[src/rtl/inst_fetch.sv]
// Instruction fetch: memory req/resp handshake, one-entry hold buffer, IF/ID register.
// Optional IF_MISALIGN_CHECK_EN: misaligned pc yields a NOP with id_exc instead of a fetch.
module inst_fetch #(
  parameter int                ADDR_W   = 32,
  parameter int                INST_W   = 32,
  parameter logic [INST_W-1:0] NOP_INST = 32'h00000013
)(
  input  logic              clk,
  input  logic              rst,
  input  logic [ADDR_W-1:0] pc,
  input  logic              ce,
  input  logic [4:0]        stall,
  input  logic              br,
  output logic              stall_req,
  output logic              mem_req,
  output logic [ADDR_W-1:0] mem_addr,
  input  logic              mem_ready,
  input  logic              mem_valid,
  input  logic [INST_W-1:0] mem_rdata,
  output logic [ADDR_W-1:0] id_pc,
  output logic [INST_W-1:0] id_inst,
  output logic              id_valid
`ifdef IF_MISALIGN_CHECK_EN
  ,
  output logic              id_exc
`endif
);

  typedef enum logic [1:0] {IDLE, REQ, WAIT} state_t;

  state_t            state;
  logic [ADDR_W-1:0] req_pc, hold_pc;
  logic [INST_W-1:0] hold_inst;
  logic              kill, hold_vld, hit, misalign;
  logic              unused_stall;

  assign unused_stall = ^{stall[4:2], stall[0]};
  assign hit          = hold_vld && (hold_pc == pc);
  assign stall_req    = !rst && ce && !hit;

`ifdef IF_MISALIGN_CHECK_EN
  logic hold_exc;
  assign misalign = (pc[1:0] != 2'b00);
`else
  assign misalign = 1'b0;
`endif

  // kill marks an in-flight request whose response must be dropped after a flush
  always_ff @(posedge clk or posedge rst) begin
    if (rst) begin
      state     <= IDLE;
      mem_req   <= 1'b0;
      mem_addr  <= '0;
      req_pc    <= '0;
      kill      <= 1'b0;
      hold_vld  <= 1'b0;
      hold_pc   <= '0;
      hold_inst <= NOP_INST;
`ifdef IF_MISALIGN_CHECK_EN
      hold_exc  <= 1'b0;
`endif
    end else begin
      case (state)
        IDLE: begin
          if (ce && !hit && !br) begin
            if (misalign) begin
              hold_pc   <= pc;
              hold_inst <= NOP_INST;
              hold_vld  <= 1'b1;
`ifdef IF_MISALIGN_CHECK_EN
              hold_exc  <= 1'b1;
`endif
            end else begin
              mem_req  <= 1'b1;
              mem_addr <= pc;
              req_pc   <= pc;
              state    <= REQ;
            end
          end
        end
        REQ: begin
          if (br) kill <= 1'b1;
          if (mem_ready) begin
            mem_req <= 1'b0;
            state   <= WAIT;
          end
        end
        WAIT: begin
          if (mem_valid) begin
            state <= IDLE;
            kill  <= 1'b0;
            if (!kill && !br) begin
              hold_inst <= mem_rdata;
              hold_pc   <= req_pc;
              hold_vld  <= 1'b1;
`ifdef IF_MISALIGN_CHECK_EN
              hold_exc  <= 1'b0;
`endif
            end
          end else if (br) begin
            kill <= 1'b1;
          end
        end
        default: state <= IDLE;
      endcase
      // a flush always invalidates the buffered word, overriding any load above
      if (br) hold_vld <= 1'b0;
    end
  end

  always_ff @(posedge clk or posedge rst) begin
    if (rst) begin
      id_pc    <= '0;
      id_inst  <= NOP_INST;
      id_valid <= 1'b0;
`ifdef IF_MISALIGN_CHECK_EN
      id_exc   <= 1'b0;
`endif
    end else if (br) begin
      id_pc    <= '0;
      id_inst  <= NOP_INST;
      id_valid <= 1'b0;
`ifdef IF_MISALIGN_CHECK_EN
      id_exc   <= 1'b0;
`endif
    end else if (stall[1]) begin
      id_pc    <= id_pc;
    end else if (ce && hit) begin
      id_pc    <= hold_pc;
      id_inst  <= hold_inst;
      id_valid <= 1'b1;
`ifdef IF_MISALIGN_CHECK_EN
      id_exc   <= hold_exc;
`endif
    end else begin
      id_pc    <= '0;
      id_inst  <= NOP_INST;
      id_valid <= 1'b0;
`ifdef IF_MISALIGN_CHECK_EN
      id_exc   <= 1'b0;
`endif
    end
  end

endmodule
[config.mk]
export PLATFORM = sky130hd
export DESIGN_NAME = inst_fetch
export DESIGN_NICKNAME = d
export VERILOG_FILES = /design/src/rtl/inst_fetch.sv
export SDC_FILE = /design/constraint.sdc
export NUM_CORES = 1
export LEC_CHECK = 0
export ABC_CLOCK_PERIOD_IN_PS = 8000
export CORE_UTILIZATION = 45
export CTS_CLUSTER_SIZE = 10
export DETAILED_ROUTE_END_ITERATION = 12
export PLACE_DENSITY = 0.72
export RECOVER_POWER = 100
export SYNTH_ARGS = -nofsm -noshare
export SYNTH_HDL_FRONTEND = slang
export SYNTH_SLANG_ARGS = --single-unit
[constraint.sdc]
create_clock -name clk -period 8 [get_ports clk]
set_input_delay 1.6 -clock clk [delete_from_list [all_inputs] [get_ports clk]]
set_output_delay 1.6 -clock clk [all_outputs]
set_load 0.02 [all_outputs]
==> results.toml <==
[floorplanning]
start_util_pct = 46.60
die_x_um = 122.6
fp.dieH_um = 122.6
die_area_um2 = 15030
rows = 43
core_area_um2 = 14040
io_pins = 174

[worst_setup_path]
crit_fanout = 8
path_cells = "dlygate4sd3_1, xnor2_1, nand4_1, nor4_1, nand4_1, and3_1, dlygate4sd3_1"
arrival_ns = 4.37
crit_slowest_cell = "dlygate4sd3_1"
r2r_cells = 6
slowest_delay_ns = 0.64
reg2reg_to = "hold_pc[16]"
reg2reg_from = "state[0]"
crit_end = "stall_req"
regToRegSetupSlack_ns = 3.55
cp-start-kind = "input port"
path_class = "input port to output port"
end_kind = "output port"
worst_ep_required_time_ns = 6.40
startpoint = "pc[23]"

[timing]
slew-limit-headroom_pct = -166.5
timing.hold.ws_ns = 0.4781
setup_violations = 0
fmax_ghz = 0.1676
grt_setup_unrepaired = "false"
final_max_slew_viol_count = 233
min_period_ns = 5.967
tightest_slew_ns = 3.998
setup_tns_ns = 0
worst_slack_ns = 2.033
fin_crit_sh_pct = 74.59
skew_ns = 0.01296
finalHoldViolations = 0

[placement]
placed_area_um2 = 8404
portBuffers = 169
gp_congestion = 0.7306
place_inst = 779
hpwl_um = 10040
place_ws_ns = 2.304

[synthesis]
ys_seq_area_share_pct = 63.59
syn_nets = 526
synth-main-ff-cell = "dfrtp_1"
synth_edf_count = 0
synth_cell_types = 36
synth_area_um2 = 6544
syn_avg_cell_area_um2 = 14.61
yosysWarnings = 0
yosys_register_bits = 166
syn_inst = 448
async_reset_ff_share_pct = 100.0

[cells_and_area]
nets = 696
design_area_um2 = 9024
final_cells = 811
diodes = 0
post-route-util_pct = 64.26
drive_above_1_share_pct = 19.81
area_delta_synth_final_pct = 37.90

[hold_path]
hold_path_depth = 1
worstHoldPathType = "flop to flop"

[drt]
avgViaCountPerCell = 5.333
vias = 4325
postRouteAntennaNets = 0
first_pass_iters = 4
drc = 0
routedWlPerCell_um = 19.00
drt_iter0_drc = 171
wl_um = 15410

[pwr]
power.total_mw = 2.732
p_leak_nw = 4.240
p_per_area_nw_per_um2 = 302.8
vdd_drop_max_uv = 276.0

[clock_network]
cts_resized = 0
path_clk_slew_ns = 0.06
h-tree-depth = 4
clk_latency_ns = 0.42
cts_tree = "done"
hold_buffers = 0
cts_setup_buffers = 0
cts_root_buffer = "clkbuf_16"
cts.path.max_buffers = 2
cts_made_buffers = 17
cts.sinks = 166

[run]
cap_violations = 5

[status]
violations = "max-capacitance violations, max-slew violations"
status = "finished with violations"

[global_routing]
antenna_found_initial = 0
gr-total-overflow = 0
grt_pass1_vias = 4542
grt_max_degree = 79
grt_pass1_wl_um = 24380
grt_usage_pct = 21.68
[worst min path at each step]
stage                     slack, ns     startpoint          end
after floorplan                0.45   hold_inst[0]   id_inst[0]
after global placement         0.46   hold_inst[4]   id_inst[4]
after detailed placement       0.47       id_valid     id_valid
after CTS                      0.48   hold_inst[1]   id_inst[1]
after global routing           0.50  hold_inst[22]  id_inst[22]
final                          0.48       id_valid     id_valid
[flip-flops by register name (all words and copies together), names as in the netlist]
signal     count
req_pc        32
hold_pc       32
id_valid       1
id_pc         32
mem_req        1
state          2
kill           1
hold_vld       1
id_inst       32
hold_inst     32
[kinds of logic after synthesis]
kind of cell	after synthesis	share of synthesized area, %
AO/OA/AOI/OAI	85	10.54
XOR/XNOR	25	3.346
adder cells (fa/ha/maj)	3	0.5737
buffers and inverters	36	2.600
flip-flops	166	63.59
multiplexers	91	15.66
AND/OR/NAND/NOR	42	3.690
[cell usage in the layout, fill, tap and decap left out, drive strengths merged, types with 2 or more instances in the layout]
cell type / instances
xor2: 5
nand4: 6
clkinvlp: 2
a22o: 61
nor2: 6
bufinv: 5
o2111ai: 3
nand2b: 8
clkbuf: 27
dlygate4sd3: 102
nor4: 2
a21o: 3
nor2b: 3
xnor2: 20
o21ai: 6
inv: 13
clkdlybuf4s50: 67
mux2: 91
dfrtp: 160
a21oi: 6
ha: 3
nand2: 10
dfstp: 6
nor3: 4
clkinv: 2
[area by class of cell]
type / count / area (um2)
Sequential cell: 166 / 4161
Tap cell: 180 / 225.2
Multi-Input combinational cell: 246 / 2203
Fill cell: 1039 / 5019
Clock buffer: 22 / 474.2
Inverter: 12 / 50.05
Clock inverter: 10 / 191.4
Timing Repair Buffer: 175 / 1718
[per-layer routing]
metal  up-vias  routed length, um  GRT usage, %
met4         0                112         6.174
met1      2219               6679         27.48
met2       136               7302         34.41
li1       1960                  -             -
met5         -                  0             0
met3        10               1318         8.504
[cells in the mapped netlist (5+ instances only)]
library cell | n | area (um2)
xor2_1 | 5 | 43.79
a21oi_1 | 6 | 30.03
mux2_2 | 85 | 957.2
dfrtp_1 | 160 | 4004
mux2_1 | 6 | 67.56
dfstp_2 | 6 | 157.7
clkbuf_1 | 13 | 48.80
inv_1 | 12 | 45.04
buf_4 | 9 | 67.56
nand4_1 | 5 | 31.28
xnor2_1 | 20 | 175.2
nand2b_1 | 8 | 50.05
nor2_1 | 6 | 22.52
nand2_1 | 10 | 37.54
o21ai_0 | 6 | 30.03
a22o_1 | 61 | 534.3
[report_power, final]
group,total (mW),internal (mW),switching (mW)
clock network,0.912,0.582,0.331
registers,1.18,1.04,0.136
logic,0.640,0.337,0.302
total,2.73,1.96,0.769
[critical path, delay by kind of cell]
kind	cells	cell delay (ns)
and+or+nand+nor	4	1.33
xor gates and xnor gates	1	0.21
buffers and inverters	2	1.21
No activity file was read; power rests on OpenSTA's default activity.
